$ cat src/rtl/acq_readout_sequencer_pkg.sv
// Shared types and helpers for the acquisition readout sequencer.
package acq_readout_sequencer_pkg;

    typedef enum logic [2:0] {
        S_IDLE,
        S_ARMED,
        S_WAITRDY,
        S_READ,
        S_DRAIN,
        S_FINISH
    } seq_state_t;

    localparam int unsigned NCH_DEFAULT    = 4;
    localparam int unsigned RD_LAT_DEFAULT = 2;
    localparam int unsigned MAX_CH         = 32;

    typedef struct packed {
        logic       found;
        logic [4:0] idx;
    } ch_sel_t;

    // Lowest set mask bit at or above 'from'; found=0 when none remain.
    function automatic ch_sel_t next_set_ch(input logic [MAX_CH-1:0] mask,
                                            input int unsigned       from);
        ch_sel_t sel;
        sel = '0;
        for (int unsigned i = 0; i < MAX_CH; i++) begin
            if (!sel.found && (i >= from) && mask[i]) begin
                sel.found = 1'b1;
                sel.idx   = 5'(i);
            end
        end
        return sel;
    endfunction

endpackage

$ cat src/rtl/acq_readout_sequencer_seq_skid_fifo.sv
// Byte FIFO absorbing RAM reads still in flight when the host link stalls.
module seq_skid_fifo #(
    parameter int unsigned DEPTH = 4
) (
    input  logic                         clk_i,
    input  logic                         rstn_i,
    input  logic                         flush_i,
    input  logic                         push_i,
    input  logic [7:0]                   push_data_i,
    input  logic                         pop_i,
    output logic [7:0]                   head_o,
    output logic [$clog2(DEPTH+1)-1:0]   count_o
);
    localparam int unsigned PW = (DEPTH > 1) ? $clog2(DEPTH) : 1;
    localparam int unsigned CW = $clog2(DEPTH + 1);

    logic [7:0]    mem_q [DEPTH];
    logic [PW-1:0] wr_ptr_q, rd_ptr_q;
    logic [CW-1:0] count_q;

    function automatic logic [PW-1:0] ptr_inc(input logic [PW-1:0] p);
        return (p == PW'(DEPTH - 1)) ? '0 : p + PW'(1);
    endfunction

    // Storage, pointers and occupancy; flush empties without touching storage.
    always_ff @(posedge clk_i or negedge rstn_i) begin
        if (!rstn_i) begin
            for (int unsigned i = 0; i < DEPTH; i++) begin
                mem_q[i] <= '0;
            end
            wr_ptr_q <= '0;
            rd_ptr_q <= '0;
            count_q  <= '0;
        end else if (flush_i) begin
            wr_ptr_q <= '0;
            rd_ptr_q <= '0;
            count_q  <= '0;
        end else begin
            if (push_i) begin
                mem_q[wr_ptr_q] <= push_data_i;
                wr_ptr_q        <= ptr_inc(wr_ptr_q);
            end
            if (pop_i) begin
                rd_ptr_q <= ptr_inc(rd_ptr_q);
            end
            if (push_i && !pop_i) begin
                count_q <= count_q + CW'(1);
            end else if (!push_i && pop_i) begin
                count_q <= count_q - CW'(1);
            end
        end
    end

    assign head_o  = mem_q[rd_ptr_q];
    assign count_o = count_q;

endmodule

$ cat src/rtl/acq_readout_sequencer.sv
// Arms one capture, then streams per-channel sample RAM contents as bytes.
module acq_readout_sequencer
    import acq_readout_sequencer_pkg::*;
#(
    parameter int unsigned RAM_WIDTH = 10,
    parameter int unsigned NCH       = NCH_DEFAULT,
    parameter int unsigned RD_LAT    = RD_LAT_DEFAULT
) (
    input  logic                 clk,
    input  logic                 rstn,
    input  logic                 arm,
    input  logic                 abort,
    input  logic [NCH-1:0]       chmask,
    input  logic [RAM_WIDTH-1:0] nsmp_req,
    output logic                 start_trigger,
    input  logic                 data_ready,
    input  logic [RAM_WIDTH-1:0] wraddress_triggerpoint,
    input  logic [RAM_WIDTH-1:0] triggerpoint,
    output logic                 rden,
    output logic [RAM_WIDTH-1:0] rdaddress,
    input  logic [8*NCH-1:0]     ram_q,
    output logic [7:0]           tx_data,
    output logic                 tx_valid,
    input  logic                 tx_ready,
    output logic                 busy,
    output logic                 done
);
    localparam int unsigned DEPTH = RD_LAT + 2;
    localparam int unsigned CW    = $clog2(DEPTH + 1);
    localparam int unsigned CHW   = (NCH > 1) ? $clog2(NCH) : 1;

    seq_state_t           state_q, state_d;
    logic [NCH-1:0]       mask_q, mask_d;
    logic [RAM_WIDTH-1:0] nsmp_q, nsmp_d;
    logic [RAM_WIDTH-1:0] base_q, base_d;
    logic [RAM_WIDTH-1:0] idx_q, idx_d;
    logic [CHW-1:0]       ch_q, ch_d;
    logic                 start_q, start_d;
    logic [CW-1:0]        infl_q, infl_d;
    logic [RD_LAT-1:0]    vld_pipe_q;
    logic [CHW-1:0]       ch_pipe_q [RD_LAT];

    logic                 issue, flush, credit_ok, push, pop;
    logic [7:0]           push_data;
    logic [CW-1:0]        fifo_cnt;
    ch_sel_t              sel;

    // Credits count FIFO slots plus reads in flight, all from registers, so
    // tx_ready never reaches rden combinationally.
    assign credit_ok = (32'(fifo_cnt) + 32'(infl_q)) < DEPTH;
    assign push      = vld_pipe_q[RD_LAT-1];
    assign push_data = ram_q[32'(ch_pipe_q[RD_LAT-1]) * 8 +: 8];
    assign pop       = tx_valid && tx_ready;

    // Next-state, read issue and in-flight accounting.
    always_comb begin
        state_d = state_q;
        mask_d  = mask_q;
        nsmp_d  = nsmp_q;
        base_d  = base_q;
        idx_d   = idx_q;
        ch_d    = ch_q;
        start_d = 1'b0;
        issue   = 1'b0;
        flush   = 1'b0;
        sel     = '0;
        case (state_q)
            S_IDLE: begin
                if (arm) begin
                    mask_d  = chmask;
                    nsmp_d  = nsmp_req;
                    start_d = 1'b1;
                    state_d = S_ARMED;
                end
            end
            S_ARMED: begin
                if (!data_ready) state_d = S_WAITRDY;
            end
            S_WAITRDY: begin
                if (data_ready) begin
                    base_d = wraddress_triggerpoint - triggerpoint;
                    idx_d  = '0;
                    sel    = next_set_ch(MAX_CH'(mask_q), 0);
                    if (!sel.found || (nsmp_q == '0)) begin
                        state_d = S_FINISH;
                    end else begin
                        ch_d    = CHW'(sel.idx);
                        state_d = S_READ;
                    end
                end
            end
            S_READ: begin
                if (credit_ok) begin
                    issue = 1'b1;
                    if (idx_q == nsmp_q - RAM_WIDTH'(1)) begin
                        idx_d = '0;
                        sel   = next_set_ch(MAX_CH'(mask_q), 32'(ch_q) + 32'd1);
                        if (sel.found) ch_d = CHW'(sel.idx);
                        else           state_d = S_DRAIN;
                    end else begin
                        idx_d = idx_q + RAM_WIDTH'(1);
                    end
                end
            end
            S_DRAIN: begin
                if ((infl_q == '0) && (fifo_cnt == '0)) state_d = S_FINISH;
            end
            S_FINISH: state_d = S_IDLE;
            default:  state_d = S_IDLE;
        endcase
        if (abort && (state_q != S_IDLE)) begin
            state_d = S_IDLE;
            flush   = 1'b1;
        end
        infl_d = infl_q;
        if (flush)               infl_d = '0;
        else if (issue && !push) infl_d = infl_q + CW'(1);
        else if (!issue && push) infl_d = infl_q - CW'(1);
    end

    // Control and run-parameter registers.
    always_ff @(posedge clk or negedge rstn) begin
        if (!rstn) begin
            state_q <= S_IDLE;
            mask_q  <= '0;
            nsmp_q  <= '0;
            base_q  <= '0;
            idx_q   <= '0;
            ch_q    <= '0;
            start_q <= 1'b0;
            infl_q  <= '0;
        end else begin
            state_q <= state_d;
            mask_q  <= mask_d;
            nsmp_q  <= nsmp_d;
            base_q  <= base_d;
            idx_q   <= idx_d;
            ch_q    <= ch_d;
            start_q <= start_d;
            infl_q  <= infl_d;
        end
    end

    // Delay line matching RAM latency, carrying valid and channel per read.
    always_ff @(posedge clk or negedge rstn) begin
        if (!rstn) begin
            vld_pipe_q <= '0;
            for (int unsigned i = 0; i < RD_LAT; i++) begin
                ch_pipe_q[i] <= '0;
            end
        end else if (flush) begin
            vld_pipe_q <= '0;
        end else begin
            vld_pipe_q[0] <= issue;
            ch_pipe_q[0]  <= ch_q;
            for (int unsigned i = 1; i < RD_LAT; i++) begin
                vld_pipe_q[i] <= vld_pipe_q[i-1];
                ch_pipe_q[i]  <= ch_pipe_q[i-1];
            end
        end
    end

    seq_skid_fifo #(
        .DEPTH(DEPTH)
    ) u_fifo (
        .clk_i       (clk),
        .rstn_i      (rstn),
        .flush_i     (flush),
        .push_i      (push),
        .push_data_i (push_data),
        .pop_i       (pop),
        .head_o      (tx_data),
        .count_o     (fifo_cnt)
    );

    assign start_trigger = start_q;
    assign rden          = issue;
    assign rdaddress     = base_q + idx_q;
    assign tx_valid      = (fifo_cnt != '0);
    assign busy          = (state_q != S_IDLE);
    assign done          = (state_q == S_FINISH);

endmodule

$ cat config.mk
export PLATFORM = sky130hd
export DESIGN_NAME = acq_readout_sequencer
export DESIGN_NICKNAME = d
export VERILOG_FILES = /design/src/rtl/acq_readout_sequencer_pkg.sv /design/src/rtl/acq_readout_sequencer_seq_skid_fifo.sv /design/src/rtl/acq_readout_sequencer.sv
export SDC_FILE = /design/constraint.sdc
export NUM_CORES = 1
export LEC_CHECK = 0
export ABC_CLOCK_PERIOD_IN_PS = 2800
export BUFFER_PORTS_ARGS = -buffer_cell sky130_fd_sc_hd__buf_2
export CAP_MARGIN = 20
export CORE_ASPECT_RATIO = 1.1
export CORE_MARGIN = 8
export CORE_UTILIZATION = 52
export CTS_CLUSTER_SIZE = 14
export DETAILED_ROUTE_END_ITERATION = 12
export PLACE_DENSITY = 0.87
export SLEW_MARGIN = 30
export SYNTH_ARGS = -nofsm -noshare
export SYNTH_HDL_FRONTEND = slang
export SYNTH_HIERARCHICAL = 1
export SYNTH_SLANG_ARGS = --single-unit
$ cat constraint.sdc
create_clock -name clk -period 2.8 [get_ports clk]
set_clock_uncertainty 0.1 [all_clocks]
set_input_delay 0.56 -clock clk [delete_from_list [all_inputs] [get_ports clk]]
set_output_delay 0.56 -clock clk [all_outputs]
set_load 0.1 [all_outputs]
=== Word-level counts from Yosys, hierarchy flattened ===
Cells that the tools add are included.

* Flip-flop bits (word level): 88
* Bits of input ports: 72
* Output and inout port bits: 23

* $add $sub $neg: 12
* Magnitude comparators: 8
* Equal/unequal tests: 20
* Shift operators: 1
* Muxes and demuxes: 72
* Bitwise gates (word level): 3
* Reductions and logical operators: 46

{| class="wikitable"
|+ Operators with widths
! kind !! count
|-
| two-way mux 6 bit || 28
|-
| two-way mux 3 bit || 15
|-
| bitwise mux 32 bit || 1
|-
| variable part select 32 x 6 -> 8 bit || 1
|-
| two-way mux 10 bit || 3
|-
| two-way mux 2 bit || 12
|-
| two-way mux 8 bit || 3
|-
| inequality test 3 bit, second input constant || 7
|-
| case mux 10 bit (2 select lines) || 1
|-
| logical AND 1 bit || 18
|-
| binary-select mux 8 bit (select 2 bit) || 1
|-
| demux 8 bit (select 2 bit) || 1
|-
| case mux 3 bit (5 select lines) || 1
|-
| nonzero test 3 bit || 4
|-
| adder 10 x 1 -> 10 bit, second input constant || 1
|-
| adder 10 bit || 1
|-
| equality test 10 bit || 1
|-
| logical NOT 1 bit || 10
|-
| logical NOT 10 bit || 1
|-
| inequality test 2 bit, second input constant || 5
|-
| subtractor 10 x 1 -> 10 bit, second input constant || 1
|-
| subtractor 10 bit || 1
|-
| logical NOT 3 bit || 3
|-
| AND reduction 7 bit || 1
|-
| 23 further kinds || 41
|}

=== Longest topological paths before layout ===
* Word-level depth: 33
* Depth in mapped cells: 10
* Mapped depth without buffers: 10

=== Modules after synthesis ===
Netlist, hierarchy kept.

{| class="wikitable"
|+ By module, submodules not included
! module !! times used !! cells each !! area an instance (µm²) !! sequential area each (µm²)
|-
| acq_readout_sequencer || 1 || 400 || 3647.2 || 1226.2
|-
| seq_skid_fifo || 1 || 119 || 1983.2 || 975.9
|}

=== Worst setup path after synthesis ===
OpenSTA, ideal clock, no wires.

* Kind: register to output
* Start: register idx_q[1]
* End: output port rdaddress[7]
* Arrival: 3.303 ns
* Data required time: 2.140 ns
* Path slack: -1.163 ns
* Cell stages (with the launch flop): 8
* Path buffers: 0
* Cells stage by stage: dfrtp_1 -> ha_1 -> a21o_1 -> a21oi_1 -> o21bai_1 -> a2111oi_0 -> nor2_1 -> xnor2_1

* Word-level cells in the longest chain between the ends: 1

{| class="wikitable"
|+ RTL lines
! what !! RTL line !! RTL
|-
| from (decl) || acq_readout_sequencer.sv:36 || <nowiki>logic [RAM_WIDTH-1:0] idx_q, idx_d;</nowiki>
|-
| from (signal assigned) || acq_readout_sequencer.sv:137 || <nowiki>idx_q <= idx_d;</nowiki>
|-
| adder 10 bit || acq_readout_sequencer.sv:178 || <nowiki>assign rdaddress = base_q + idx_q;</nowiki>
|-
| to (decl) || acq_readout_sequencer.sv:20 || <nowiki>output logic [RAM_WIDTH-1:0] rdaddress,</nowiki>
|}

Every way passes these cells.

=== Final worst setup path ===
* Start: register base_q[1]
* End: output port rdaddress[9]

* Word-level cells in the longest chain between the ends: 1

{| class="wikitable"
|+ RTL lines
! what !! RTL line !! RTL
|-
| from (decl) || acq_readout_sequencer.sv:35 || <nowiki>logic [RAM_WIDTH-1:0] base_q, base_d;</nowiki>
|-
| from (signal assigned) || acq_readout_sequencer.sv:136 || <nowiki>base_q <= base_d;</nowiki>
|-
| adder 10 bit || acq_readout_sequencer.sv:178 ||
|}

Every way passes these cells.

==> impl_metrics.yaml <==
sta:
  tightest_slew_ns: 0.660
  min_period_ns: 3.25
  fin_ws_ns: -0.452
  rsz0062_at_grt: "true"
  hold_viol: 0
  period_share_pct: 116
  fmax_mhz: 308
  final-setup-viol-count: 4
  slew_viol_final: 0
  max_slew_margin_pct: 56.0
  holdWs_ns: 0.139
global_routing:
  antenna_found_initial: 0
  track_usage_pct: 18.7
  grt_max_degree: 51
  grt_overflow: 0
  first_global_vias: 4696
  grt_pass1_wl_um: 21900
power_and_ir_drop:
  vdd_ir_drop_max_mv: 0.890
  p_sw_share_pct: 47.9
  power.leakage_nw: 3.37
  p_switching_mw: 3.58
  powerDensity_mw_per_mm2: 1070
  seqPwrFrac_pct: 28.0
  p_comb_share_pct: 55.9
  clkPwrFrac_pct: 16.1
  intPower_mw: 3.89
clock_network:
  h-tree-depth: 3
  cts_max_path_buffers: 2
  clkSinkCount: 88
  cts-buffers-inserted: 9
  cts_tree: "yes"
  clk_pin_slew_worst_paths_ns: 0.07
  root_buffer: "clkbuf_16"
  clock_latency_ns: 0.34
logic_synthesis:
  synth-seq-cells: 88
  netlist_area_mm2: 0.00563
  yosysUniqueCellTypes: 69
  synth-simple-area-share_pct: 14.9
  synth_top_area_share_pct: 39.1
  synth_seq_area_share_pct: 39.1
  syn_inst: 519
  async_flop_share_pct: 100
  synth_top_family_by_area: "multiplexers"
  ys_top_cells_by_area: "dfrtp_1 39%, mux2_4 8.5%, mux4_2 6.4%, ha_1 6.0%, xnor2_1 4.2%"
  synth_area_per_cell_um2: 10.8
  synthAdderAreaFrac_pct: 7.60
  yosys_warnings: 6
  muxShareOfSynthArea_pct: 17.9
  synthFlopType: "dfrtp_1"
  yosys.area.top_type: "dfrtp_1"
  syn_nets: 622
  synth-compound-area-share_pct: 9.49
  synth_edf_count: 0
  synth_xor_xnor_area_share_pct: 6.69
floorplanning:
  core_region_area_mm2: 0.0108
  die_w_um: 115
  dieHeight_um: 125
  rows: 40
  start_util_pct: 52.3
  ioPinCount: 95
  die_area_mm2: 0.0144
place:
  post-dp-hpwl_um: 9780
  place_congestion: 0.805
  preCtsSetupSlack_ns: -0.0638
  placed_area_mm2: 0.00659
  io_buffer_count: 94
job:
  max_cap_violations: 0
critical_path:
  cp_max_fo: 3
  r2r-start: "nsmp_q[1]$_DFFE_PN0P_"
  arrival_ns: 2.59
  worst_setup_path_start_kind: "flip-flop"
  crit_start: "base_q[1]$_DFFE_PN0P_"
  crit_path_end_kind: "primary output"
  rrSetupSlack_ns: 0.10
  crit_type: "reg -> out"
  cp.required_ns: 2.14
run_status:
  status: "finished, violations left"
  violations: "setup timing"
detailed_routing:
  drc: 0
  drt-initial-drc-count: 219
  num_vias: 4301
  routedWlPerCell_um: 16.9
  wl_um: 13200
  drt_pass1_iterations: 5
  drtAntennaViolNets: 0
  vias_per_cell: 5.49
layout:
  drive_gt1_share_pct: 38.2
  area_growth_pct: 24.6
  design_area_mm2: 0.00702
  diodes: 0
  n_fill_cell: 784
  final_core_util_pct: 65.2
  layout.nets: 734
min_path:
  hp-class: "in -> async"
## synth_stat cells, types with 2 or more instances
| library cell | instances |
|---|---|
| ha_1 | 27 |
| nand2b_1 | 4 |
| a31oi_1 | 5 |
| a211oi_1 | 4 |
| and2_1 | 2 |
| nor4_2 | 2 |
| and3_1 | 2 |
| buf_2 | 2 |
| o21ai_0 | 24 |
| a2bb2oi_1 | 2 |
| o21a_1 | 4 |
| a21boi_0 | 2 |
| xor2_1 | 16 |
| nor3b_1 | 5 |
| nand4_1 | 3 |
| nor3_1 | 9 |
| nand2_8 | 4 |
| clkbuf_2 | 2 |
| mux2_4 | 32 |
| mux2_2 | 13 |
| xnor2_1 | 27 |
| dfrtp_1 | 88 |
| fa_1 | 4 |
| o21bai_1 | 2 |
| nor2b_1 | 6 |
| mux2i_1 | 2 |
| a21oi_1 | 15 |
| buf_4 | 2 |
| nor2_1 | 47 |
| clkbuf_1 | 11 |
| inv_1 | 34 |
| nand2_1 | 46 |
| or3_1 | 3 |
| mux4_2 | 16 |
| a21o_1 | 3 |
| and4_1 | 2 |
| o31ai_1 | 6 |
| nand3_1 | 7 |
| or2_2 | 2 |
| nor4b_1 | 3 |
## power by group through the flow
stage | combinational (mW) | sequential, mW | clock [mW]
2_1_floorplan | 3.32 | 1.91 | 0
3_3_place_gp | 3.92 | 2.07 | 0
3_5_place_dp | 4.03 | 2.11 | 0
4_1_cts | 4.09 | 2.09 | 1.22
5_1_grt | 4.45 | 2.15 | 1.27
6_report | 4.18 | 2.10 | 1.20
## cell type report
class                      count  area [um^2]  area share [%]
clock buffer                  10          229            3.26
sequential                    88         2200            31.4
tap                          147          184            2.62
timing repair buffer         121          800            11.4
clock inverter                 6         68.8           0.981
multi-input combinational    376         3400            48.4
inverter                      35          131            1.87
## metrics by stage
stage                     std cells  setup TNS [ns]  power (mW)
after global placement          760         -0.0364        5.99
after global routing            783           -1.91        7.88
after floorplan                 519          -0.631        5.23
after detailed placement        760         -0.0638        6.14
final                           783           -1.14        7.47
after CTS                       776           -1.01        7.40
## path summary, 6_finish.rpt
check / cells past startpoint / endpoint
min reg2reg: 1 / vld_pipe_q[1]$_DFF_PN0_
min: 1 / u_fifo/mem_q[20]$_DFFE_PN0P_
max: 9 / rdaddress[9]
max in group asynchronous: 2 / u_fifo/mem_q[2]$_DFFE_PN0P_
max reg2reg: 9 / ch_q[1]$_DFFE_PN0P_
min in group clk: 3 / nsmp_q[1]$_DFFE_PN0P_
## critical path: stages, from the launching register on
cell       delay [ns]
dfrtp_1          0.40
ha_1             0.30
a21o_1           0.18
a21oi_2          0.18
o21bai_2         0.10
a2111oi_4        0.38
o31ai_2          0.10
a21oi_2          0.25
xnor2_4          0.16
buf_12           0.19
## state kept, by name, indices dropped and copies added, names as in the netlist
name and flops:
u_fifo/wr_ptr_q 2, state_q 3, ch_pipe_q 4, ch_q 2, nsmp_q 10, u_fifo/rd_ptr_q 2, idx_q 10, vld_pipe_q 2
u_fifo/count_o 3, base_q 10, start_trigger 1, infl_q 3, mask_q 4, u_fifo/mem_q 32
## cell usage in the layout, fill, tap and decap left out, types with 3 or more instances in the layout
| cell type | Yosys | final |
|---|---|---|
| nor2b_1 | 6 | 6 |
| nor3b_1 | 5 | 4 |
| inv_2 | 0 | 3 |
| nand2_1 | 46 | 46 |
| a21oi_1 | 15 | 11 |
| xnor2_2 | 0 | 3 |
| nand4_1 | 3 | 3 |
| buf_4 | 2 | 26 |
| o31ai_1 | 6 | 5 |
| o21ai_0 | 24 | 23 |
| buf_2 | 2 | 85 |
| clkinvlp_4 | 0 | 4 |
| mux2_2 | 13 | 13 |
| nand2b_1 | 4 | 4 |
| xnor2_1 | 27 | 21 |
| a21o_1 | 3 | 3 |
| mux2_4 | 32 | 32 |
| inv_1 | 34 | 31 |
| mux4_2 | 16 | 16 |
| a31oi_1 | 5 | 5 |
| nor3_1 | 9 | 9 |
| fa_1 | 4 | 3 |
| xor2_1 | 16 | 14 |
| clkbuf_16 | 0 | 9 |
| a211oi_1 | 4 | 3 |
| nand3_1 | 7 | 7 |
| o21a_1 | 4 | 4 |
| dfrtp_1 | 88 | 86 |
| ha_1 | 27 | 26 |
| nor2_1 | 47 | 46 |
| nand2_8 | 4 | 4 |
| buf_12 | 1 | 8 |
| xnor2_4 | 0 | 3 |
| a21oi_2 | 1 | 4 |
## metal layers
layer | GRT usage [%] | up-vias | wire [um]
met5 | 0 | - | 0
met4 | 5.73 | 0 | 257
met3 | 4.86 | 24 | 782
met2 | 34.0 | 116 | 7060
met1 | 20.6 | 2124 | 5120
li1 | - | 2037 | -
## cells by family (layout without fill, tap and decap cells)
kind of cell | after synthesis | after routing
buf+inv | 55 | 172
xor+xnor | 43 | 43
mux | 63 | 63
compound gates | 82 | 82
simple gates | 156 | 156
fa+ha+maj | 32 | 32
flops | 88 | 88
## repair_timing
item                                    CTS  global route
resized for setup                         7            11
endpoints found under the setup margin    5            18
setup buffers                             0             7
hold endpoints to repair                  0             0
hold buffers                              0             0
pin swaps                                 9             8
gates cloned                              0             0
Power figures use the tool's default switching activity.
